`config.mk`:
```
export PLATFORM = sky130hd
export DESIGN_NAME = mem_stage_ctrl
export DESIGN_NICKNAME = d
export VERILOG_FILES = /design/src/rtl/mem_stage_ctrl_pkg.sv /design/src/rtl/mem_stage_ctrl_sat_counter.sv /design/src/rtl/mem_stage_ctrl.sv
export SDC_FILE = /design/constraint.sdc
export NUM_CORES = 1
export LEC_CHECK = 0
export CELL_PAD_IN_SITES_DETAIL_PLACEMENT = 1
export CELL_PAD_IN_SITES_GLOBAL_PLACEMENT = 2
export CORE_AREA = 5 5 76 78
export DETAILED_ROUTE_END_ITERATION = 10
export DIE_AREA = 0 0 81 83
export PLACE_DENSITY = 0.78
export SLEW_MARGIN = 20
export SYNTH_ARGS = -nofsm -noshare
export SYNTH_HDL_FRONTEND = slang
export SYNTH_SLANG_ARGS = --single-unit
```
`constraint.sdc`:
```
create_clock -name clk -period 4.4 [get_ports clk]
set_clock_uncertainty 0.05 [all_clocks]
set_input_delay 1.32 -clock clk [delete_from_list [all_inputs] [get_ports clk]]
set_output_delay 1.32 -clock clk [all_outputs]
set_load 0.1 [all_outputs]
```
`src/rtl/mem_stage_ctrl_pkg.sv`:
```
// mem_stage_ctrl_pkg: MEM-stage sequencing state encodings and defaults.
package mem_stage_ctrl_pkg;
  typedef enum logic [1:0] {
    S_IDLE    = 2'd0,
    S_WAIT    = 2'd1,
    S_RELEASE = 2'd2,
    S_HALTED  = 2'd3
  } state_t;
  localparam int TIMEOUT_DEF = 255;
  localparam int TCNT_W = 8;
endpackage

```
`src/rtl/mem_stage_ctrl_sat_counter.sv`:
```
// sat_counter: width-parameterised saturating up-counter with synchronous clear.
module sat_counter #(
  parameter int W = 8
) (
  input  logic         clk,
  input  logic         rst,
  input  logic         clr,
  input  logic         inc,
  output logic [W-1:0] q
);
  logic [W-1:0] cnt_q, cnt_d;
  always_comb cnt_d = clr ? '0 : (inc && cnt_q != '1) ? cnt_q + W'(1) : cnt_q;
  always_ff @(posedge clk or posedge rst)
    if (rst) cnt_q <= '0;
    else cnt_q <= cnt_d;
  assign q = cnt_q;
endmodule

```
`src/rtl/mem_stage_ctrl.sv`:
```
// mem_stage_ctrl: MEM-stage load/store sequencer with stall, bubble, halt and timeout.
// Optional MEM_STALL_PERF_EN adds the stallCount saturating stall-cycle counter.
module mem_stage_ctrl
  import mem_stage_ctrl_pkg::*;
#(
  parameter int DW      = 16,
  parameter int TIMEOUT = TIMEOUT_DEF
) (
  input  logic          clk,
  input  logic          rst,
  input  logic          memRead,
  input  logic          memWrite,
  input  logic          haltIn,
  input  logic          redirect,
  input  logic          memDone,
  input  logic [DW-1:0] memData,
  output logic          memEn,
  output logic          stallPipe,
  output logic          bubbleMW,
  output logic          flushFront,
  output logic [DW-1:0] loadData,
  output logic          haltOut,
`ifdef MEM_STALL_PERF_EN
  output logic          memErr,
  output logic [15:0]   stallCount
`else
  output logic          memErr
`endif
);
  state_t state_q, state_d;
  logic [DW-1:0] hold_q, hold_d;
  logic halt_q, halt_d, err_q, err_d, access, expire;
  logic [TCNT_W-1:0] tcnt;
  always_comb begin
    access     = state_q == S_IDLE && (memRead || memWrite) && !haltIn;
    expire     = state_q == S_WAIT && !memDone && tcnt == TCNT_W'(TIMEOUT - 1);
    memEn      = access;
    stallPipe  = (access && !memDone) || state_q == S_WAIT || state_q == S_HALTED;
    bubbleMW   = stallPipe;
    flushFront = redirect && !stallPipe;
    loadData   = state_q == S_RELEASE ? hold_q : memData;
    hold_d     = (state_q == S_WAIT && memDone) ? memData : hold_q;
    state_d    = state_q == S_IDLE    ? (haltIn ? S_HALTED : (access && !memDone) ? S_WAIT : S_IDLE)
               : state_q == S_WAIT    ? (memDone ? S_RELEASE : expire ? S_HALTED : S_WAIT)
               : state_q == S_RELEASE ? S_IDLE : S_HALTED;
    halt_d     = halt_q || state_d == S_HALTED;
    err_d      = err_q || expire;
  end
  always_ff @(posedge clk or posedge rst)
    if (rst) begin
      state_q <= S_IDLE;
      hold_q  <= '0;
      halt_q  <= 1'b0;
      err_q   <= 1'b0;
    end else begin
      state_q <= state_d;
      hold_q  <= hold_d;
      halt_q  <= halt_d;
      err_q   <= err_d;
    end
  assign haltOut = halt_q;
  assign memErr  = err_q;
  // Held at zero outside WAIT so every new wait starts counting from a clean slate.
  sat_counter #(.W(TCNT_W)) u_tcnt (
    .clk(clk), .rst(rst), .clr(state_q != S_WAIT), .inc(state_q == S_WAIT), .q(tcnt)
  );
`ifdef MEM_STALL_PERF_EN
  sat_counter #(.W(16)) u_perf (
    .clk(clk), .rst(rst), .clr(1'b0), .inc(stallPipe && state_q != S_HALTED), .q(stallCount)
  );
`endif
endmodule
```
-- Word-level counts from Yosys, hierarchy flattened
Index checks and enable logic that the tools add are counted.
- flip-flop bits (word level): 28
- input port bits: 23
- $add $sub $neg: 1
- equality and inequality tests: 7
- muxes and demuxes: 10
- reduce and logical (&&, ||, !) cells: 18
- operators with widths (operator ; number):
    $mux 16 ; 1
    $mux 8 ; 2
    $mux 2 ; 6
    $add 8x1->8 const B ; 1
    $eq 8x8->1 const B ; 1
    $logic_and 1x1->1 ; 8
    $ne 8x8->1 const B ; 1
    $eq 2x2->1 const B ; 3
    $logic_or 1x1->1 ; 5
    $logic_not 1->1 ; 3
    $eq 2x1->1 const B ; 1
    $logic_not 2->1 ; 1
    $ne 2x1->1 const B ; 1
    $reduce_bool 2->1 ; 1
    $mux 1 ; 1

-- Logic depth before layout (Yosys ltp)
Gate-level depths: netlist of run 1.
- word-level depth: 9
- mapped depth: 6
- depth with buffers taken out: 5

-- By module
A second synthesis of run 1 with hierarchy kept.
- cells, all modules: 131
- area, all modules: 1581.5 µm²
- modules (own cells, without submodules) (module ; instances ; cells each ; area an instance (µm²)):
    mem_stage_ctrl ; 1 ; 82 ; 1088.5
    sat_counter ; 1 ; 49 ; 493.0

-- Worst setup path after synthesis of run 1
No wires, ideal clock.
- kind: input to output
- start: input port memWrite
- end: output port flushFront
- data arrival time: 3.423 ns
- slack: -0.393 ns
- stages on the path: 3
- path buffers: 0
- cells stage by stage: o21ba_2 -> a21o_1 -> nor2_1
- longest elaborated chain between the ends: 8
- ends and longest elaborated chain (element ; RTL line ; RTL):
    start, declared ; mem_stage_ctrl.sv:12 ; input logic memWrite,
    $logic_or 1x1->1 ; mem_stage_ctrl.sv:35 ; access = state_q == S_IDLE && (memRead || memWrite) && !haltIn;
    $logic_and 1x1->1 (2 in series) ; mem_stage_ctrl.sv:35 ;
    $logic_and 1x1->1 ; mem_stage_ctrl.sv:38 ; stallPipe = (access && !memDone) || state_q == S_WAIT || state_q == S_HALTED;
    $logic_or 1x1->1 (2 in series) ; mem_stage_ctrl.sv:38 ;
    named net bubbleMW ; mem_stage_ctrl.sv:19 ; output logic bubbleMW,
    $logic_not 1->1 ; mem_stage_ctrl.sv:40 ; flushFront = redirect && !stallPipe;
    $logic_and 1x1->1 ; mem_stage_ctrl.sv:40 ;
    end, declared ; mem_stage_ctrl.sv:20 ; output logic flushFront,
The timed path passes the listed nets, and every way through them passes these cells.

-- Worst setup path in the final report of run 1
- start: input port memDone
- end: output port flushFront
- longest elaborated chain between the ends: 6
- ends and longest elaborated chain (element ; RTL line ; RTL):
    start, declared ; mem_stage_ctrl.sv:15 ; input logic memDone,
    $logic_not 1->1 ; mem_stage_ctrl.sv:38 ;
    $logic_and 1x1->1 ; mem_stage_ctrl.sv:38 ;
    $logic_or 1x1->1 (2 in series) ; mem_stage_ctrl.sv:38 ;
    $logic_not 1->1 ; mem_stage_ctrl.sv:40 ;
    $logic_and 1x1->1 ; mem_stage_ctrl.sv:40 ;
Every way passes these cells.

==> impl_metrics.env, run 1 <==
export IMPL_nNetsFinal=194
export IMPL_setup_viol=0
export IMPL_p_leak_nw=0.986
export IMPL_via_per_inst=4.98
export IMPL_synth_top_cell_by_area="dfrtp_1"
export IMPL_worstPathArrival_ns=2.69
export IMPL_post_route_util_pct=44.9
export IMPL_ctsRootBufferMaster="clkbuf_8"
export IMPL_synth_top_area_share_pct=45.4
export IMPL_worst_slew_pin_slew_ns=1.01
export IMPL_grt_pass1_wl_mm=6.77
export IMPL_post_place_cells=234
export IMPL_hp_class="reg2reg"
export IMPL_routed_wl_mm=4.02
export IMPL_numCtsBuffers=3
export IMPL_avgSynthCellArea_um2=12.2
export IMPL_cts_resized=0
export IMPL_dp_hpwl_mm=3.11
export IMPL_insertion_delay_ns=0.27
export IMPL_async_flop_share_pct=100
export IMPL_ys_seq_elements=28
export IMPL_fin_cells=237
export IMPL_timing_fmax_mhz=246
export IMPL_initial_core_util_pct=30.8
export IMPL_fin_setup_tns_ns=0
export IMPL_worstRegToRegCells=3
export IMPL_antenna_found_initial=0
export IMPL_drive_above_1_share_pct=35.9
export IMPL_coreArea_mm2=0.00501
export IMPL_via_count=1180
export IMPL_ant_nets=0
export IMPL_yosysMostFrequentCell="dfrtp_1"
export IMPL_layout_setup_ws_ns=0.337
export IMPL_clock_sinks=28
export IMPL_synth_edf_count=0
export IMPL_dr_pass1_iters=4
export IMPL_holdBufCountCts=0
export IMPL_syn2layout_area_growth_pct=45.6
export IMPL_synth_common_cells="28 x dfrtp_1, 22 x mux2_2, 10 x mux2_4, 7 x o21ai_0, 6 x inv_1"
export IMPL_synth_cells=127
export IMPL_start_kind="primary input"
export IMPL_htreeDepth=1
export IMPL_yosys_warnings=0
export IMPL_yosys_most_used_dff="dfrtp_1"
export IMPL_regArea_um2=701
export IMPL_clk_pin_slew_ns=0.09
export IMPL_grtUsageTotal_pct=12.6
export IMPL_slew_headroom_pct=32.8
export IMPL_syn_nets=152
export IMPL_finalCritPeriodShare_pct=92.3
export IMPL_io_pins=45
export IMPL_critPathMaxFanout=4
export IMPL_fill_cells=547
export IMPL_syn_cell_area_mm2=0.00154
export IMPL_hold_viol=0
export IMPL_grt_pass1_vias=1378
export IMPL_die_h_um=83
export IMPL_drt_drc_violations_left=0
export IMPL_cp_required_ns=3.03
export IMPL_place_congestion=0.824
export IMPL_power_density_mw_per_mm2=822
export IMPL_post_cts_setup_buffers=0
export IMPL_die_width_um=81
export IMPL_drv_cap=0
export IMPL_yosysUniqueCellTypes=33
export IMPL_yosysSeqAreaShare_pct=45.4
export IMPL_tritoncts="built"
export IMPL_end_kind="primary output"
export IMPL_drt_first_iter_violations=28
export IMPL_holdPathStages=1
export IMPL_io_buffers=44
export IMPL_drv_slew=0
export IMPL_grt_max_degree=29
export IMPL_outcome="complete, no violations"
export IMPL_die_area_mm2=0.00672
export IMPL_wl_per_cell_um=17.0
export IMPL_overflow=0
export IMPL_synthTopCellsByArea="dfrtp_1 45%, mux2_2 16%, mux2_4 9.7%"
export IMPL_multi_input_area_um2=756
export IMPL_whs_ns=0.450
export IMPL_antenna_cells=0
export IMPL_vdd_ir_drop_max_v=0.000530
export IMPL_crit_type="in2out"
export IMPL_cts_buffer_depth=2
export IMPL_rsz0062_at_grt="no"
export IMPL_final_min_clock_period_ns=4.06
export IMPL_fp_row_count=26
export IMPL_pre_cts_slack_ns=0.329
worst paths after layout:
check,start,end,slack (ns)
min,haltOut,haltOut,0.45
min in group asynchronous,rst,hold_q[7],1.39
max in group asynchronous,rst,haltOut,2.51
max reg2reg,state_q[0],hold_q[11],2.73
max,memDone,flushFront,0.34
min reg2reg,haltOut,haltOut,0.45
power breakdown:
part	internal, W	leakage [nW]	switching, W
sequential	0.000348	0.345	0.0000649
combinational	0.000510	0.619	0.000785
clock	0.0000615	0.0216	0.0000781
per-stage QoR:
stage / area [um^2] / total power [W]
finish: 2250 / 0.00185
global route: 2250 / 0.00192
CTS: 2250 / 0.00187
detailed placement: 2210 / 0.00172
global placement: 2210 / 0.00170
floorplan: 1550 / 0.00133
layout by cell type, fill, tap and decap left out, types with 2 or more instances in the layout:
cell,n
a21oi_1,5
o21ai_0,7
inv_1,5
nand4_1,3
nand2_1,5
and3_1,2
ha_1,2
and4_1,3
clkbuf_8,3
nor2_1,2
nor3_1,3
dfrtp_1,28
buf_12,20
mux2_4,10
mux2_2,22
or2b_1,2
o21bai_1,2
clkdlybuf4s50_1,24
a31oi_1,5
cell families (layout without fill, tap and decap cells):
group | Yosys count | after routing | synth area share (%)
adder cells (fa/ha/maj) | 2 | 2 | 1.62
AO/OA/AOI/OAI | 24 | 24 | 9.72
AND/OR/NAND/NOR | 27 | 27 | 11.0
buffers and inverters | 13 | 53 | 5.83
multiplexers | 33 | 33 | 26.4
flip-flops | 28 | 28 | 45.4
flip-flops by register name, indices dropped and copies added (netlist names):
name      cells
state_q       2
hold_q       16
memErr        1
haltOut       1
u_tcnt.q      8
layer usage:
| metal | part of all wire (%) | vias up | routed length [um] | GRT usage [%] |
|---|---|---|---|---|
| li1 | - | 542 | - | - |
| met4 | 1.8 | 0 | 74 | 4.61 |
| met5 | 0 | - | 0 | 0 |
| met3 | 6.6 | 8 | 267 | 2.92 |
| met1 | 43 | 587 | 1720 | 16.1 |
| met2 | 49 | 43 | 1950 | 20.5 |
area by class of cell:
cell class	instances	area share, %
multi-input cells	86	33.6
flip-flops and latches	28	31.2
repair buffers	44	28.5
well taps	70	3.90
clock buffers	3	1.84
inverters	6	1.00
worst max-delay path, cell delays in order:
cell	delay [ns]
clkdlybuf4s50_1	0.58
o21ba_2	0.20
a21o_1	0.23
nor2_2	0.16
buf_12	0.19
No activity file was read; power rests on OpenSTA's default activity.
==> inputs of run 2 (changes only) <==
- RECOVER_POWER: not set -> 50
==> impl_metrics.env, run 2 (synthesis gave the netlist of run 1 again) <==
export IMPL_drt_first_iter_violations=28
export IMPL_reg2reg_from="state_q[0]"
export IMPL_wl_per_cell_um=17.0
export IMPL_worstPathArrival_ns=2.77
export IMPL_drv_slew=0
export IMPL_die_h_um=83
export IMPL_routed_wl_mm=4.02
export IMPL_overflow=0
export IMPL_whs_ns=0.450
export IMPL_via_per_inst=4.97
export IMPL_crit_cells=5
export IMPL_ctsRootBufferMaster="clkbuf_8"
export IMPL_grt_max_degree=29
export IMPL_insertion_delay_ns=0.27
export IMPL_htreeDepth=1
export IMPL_placed_cell_area_mm2=0.00221
export IMPL_p_total_w=0.00185
export IMPL_final_common_cell="dfrtp_1"
export IMPL_die_width_um=81
export IMPL_r2r_end="hold_q[11]"
export IMPL_wl_met3_um=267
export IMPL_crit_type="in2out"
export IMPL_drv_cap=0
export IMPL_grtUsageTotal_pct=12.6
export IMPL_syn2layout_area_growth_pct=45.6
export IMPL_slowest_delay_ns=0.65
export IMPL_cpLargestDelayFamily="buffers and inverters"
export IMPL_hp_class="reg2reg"
export IMPL_fin_setup_tns_ns=0
export IMPL_crit_start="memDone"
export IMPL_drt_drc_violations_left=0
export IMPL_crit_path_end="flushFront"
export IMPL_initial_core_util_pct=30.8
export IMPL_slew_headroom_pct=26.1
export IMPL_tritoncts="built"
export IMPL_setup_viol=0
export IMPL_largest_register="hold_q"
export IMPL_die_area_mm2=0.00672
export IMPL_via_count=1179
export IMPL_start_kind="primary input"
export IMPL_worstRegToRegCells=3
export IMPL_grt_pass1_wl_mm=6.77
export IMPL_coreArea_mm2=0.00501
export IMPL_dr_pass1_iters=4
export IMPL_top_layer="met4"
export IMPL_regToRegSetupSlack_ns=2.73
export IMPL_crit_chain="dlygate4sd3_1 -> o21ba_2 -> a21o_1 -> nor2_2 -> buf_12"
export IMPL_clk_pin_slew_ns=0.09
export IMPL_final_min_clock_period_ns=4.14
export IMPL_crit_buf_inv=2
export IMPL_timing_fmax_mhz=242
export IMPL_slowest_stage="dlygate4sd3_1"
export IMPL_routed_wl_met2_mm=1.95
export IMPL_outcome="complete, no violations"
export IMPL_worst_slew_pin_slew_ns=1.11
export IMPL_layout_common_cells="28 x dfrtp_1, 22 x mux2_2, 22 x clkdlybuf4s50_1, 20 x buf_12, 10 x mux2_4"
export IMPL_final_area_mm2=0.00225
export IMPL_cts_buffer_depth=2
export IMPL_ant_nets=0
export IMPL_dp_hpwl_mm=3.11
export IMPL_place_congestion=0.824
export IMPL_antenna_cells=0
export IMPL_critPathMaxFanout=4
export IMPL_fp_row_count=26
export IMPL_nNetsFinal=194
export IMPL_drive_above_1_share_pct=35.3
export IMPL_io_pins=45
export IMPL_hold_viol=0
export IMPL_grt_pass1_vias=1378
export IMPL_cp_required_ns=3.03
export IMPL_holdBufCountCts=0
export IMPL_finalCritPeriodShare_pct=94.0
export IMPL_numCtsBuffers=3
export IMPL_p_leak_nw=0.988
export IMPL_end_kind="primary output"
export IMPL_io_buffers=44
export IMPL_largest_register_ffs=16
export IMPL_vdd_ir_drop_max_v=0.000530
export IMPL_clock_sinks=28
export IMPL_post_cts_setup_buffers=0
export IMPL_power_density_mw_per_mm2=822
export IMPL_cts_resized=0
export IMPL_rsz0062_at_grt="no"
export IMPL_wl_met1_mm=1.72
export IMPL_antenna_found_initial=0
run 2: cell count changes in the layout (fill, tap and decap cells not counted), sizes merged:
cell / previous run / this run
dlygate4sd3: 0 / 2
clkdlybuf4s50: 24 / 22
run 2: stage by stage:
stage	util, %	cells	setup WS, ns
final	44.9	237	0.263
after global routing	44.9	237	0.197
after CTS	44.9	237	0.313
after detailed placement	44.1	234	0.329
after global placement	44.1	234	0.360
after floorplan	-	127	0.0705
run 2: final cells by class:
cell class                      instances  area (um^2)
Clock buffer                            3         41.3
Fill cell                             547         2760
Inverter                                6         22.5
Multi-Input combinational cell         86          756
Sequential cell                        28          701
Tap cell                               70         87.6
Timing Repair Buffer                   44          641
run 2: worst min-delay path by stage:
stage                          start         end  slack, ns  cells past startpoint
after CTS                    haltOut     haltOut       0.46                      1
final                        haltOut     haltOut       0.45                      1
after global routing       hold_q[6]   hold_q[6]       0.48                      1
after detailed placement     haltOut     haltOut       0.43                      1
after global placement       haltOut     haltOut       0.41                      1
after floorplan           hold_q[15]  hold_q[15]       0.42                      1
run 2: per-layer routing:
metal / vias up / track usage, %
met3: 8 / 2.92
met2: 43 / 20.5
li1: 542 / -
met1: 586 / 16.1
met4: 0 / 4.61
met5: - / 0
run 2: where the power goes:
part	internal, W	switching (W)	total, W
Sequential	0.000348	0.0000649	0.000413
Combinational	0.000510	0.000785	0.00129
Clock	0.0000615	0.0000781	0.000140
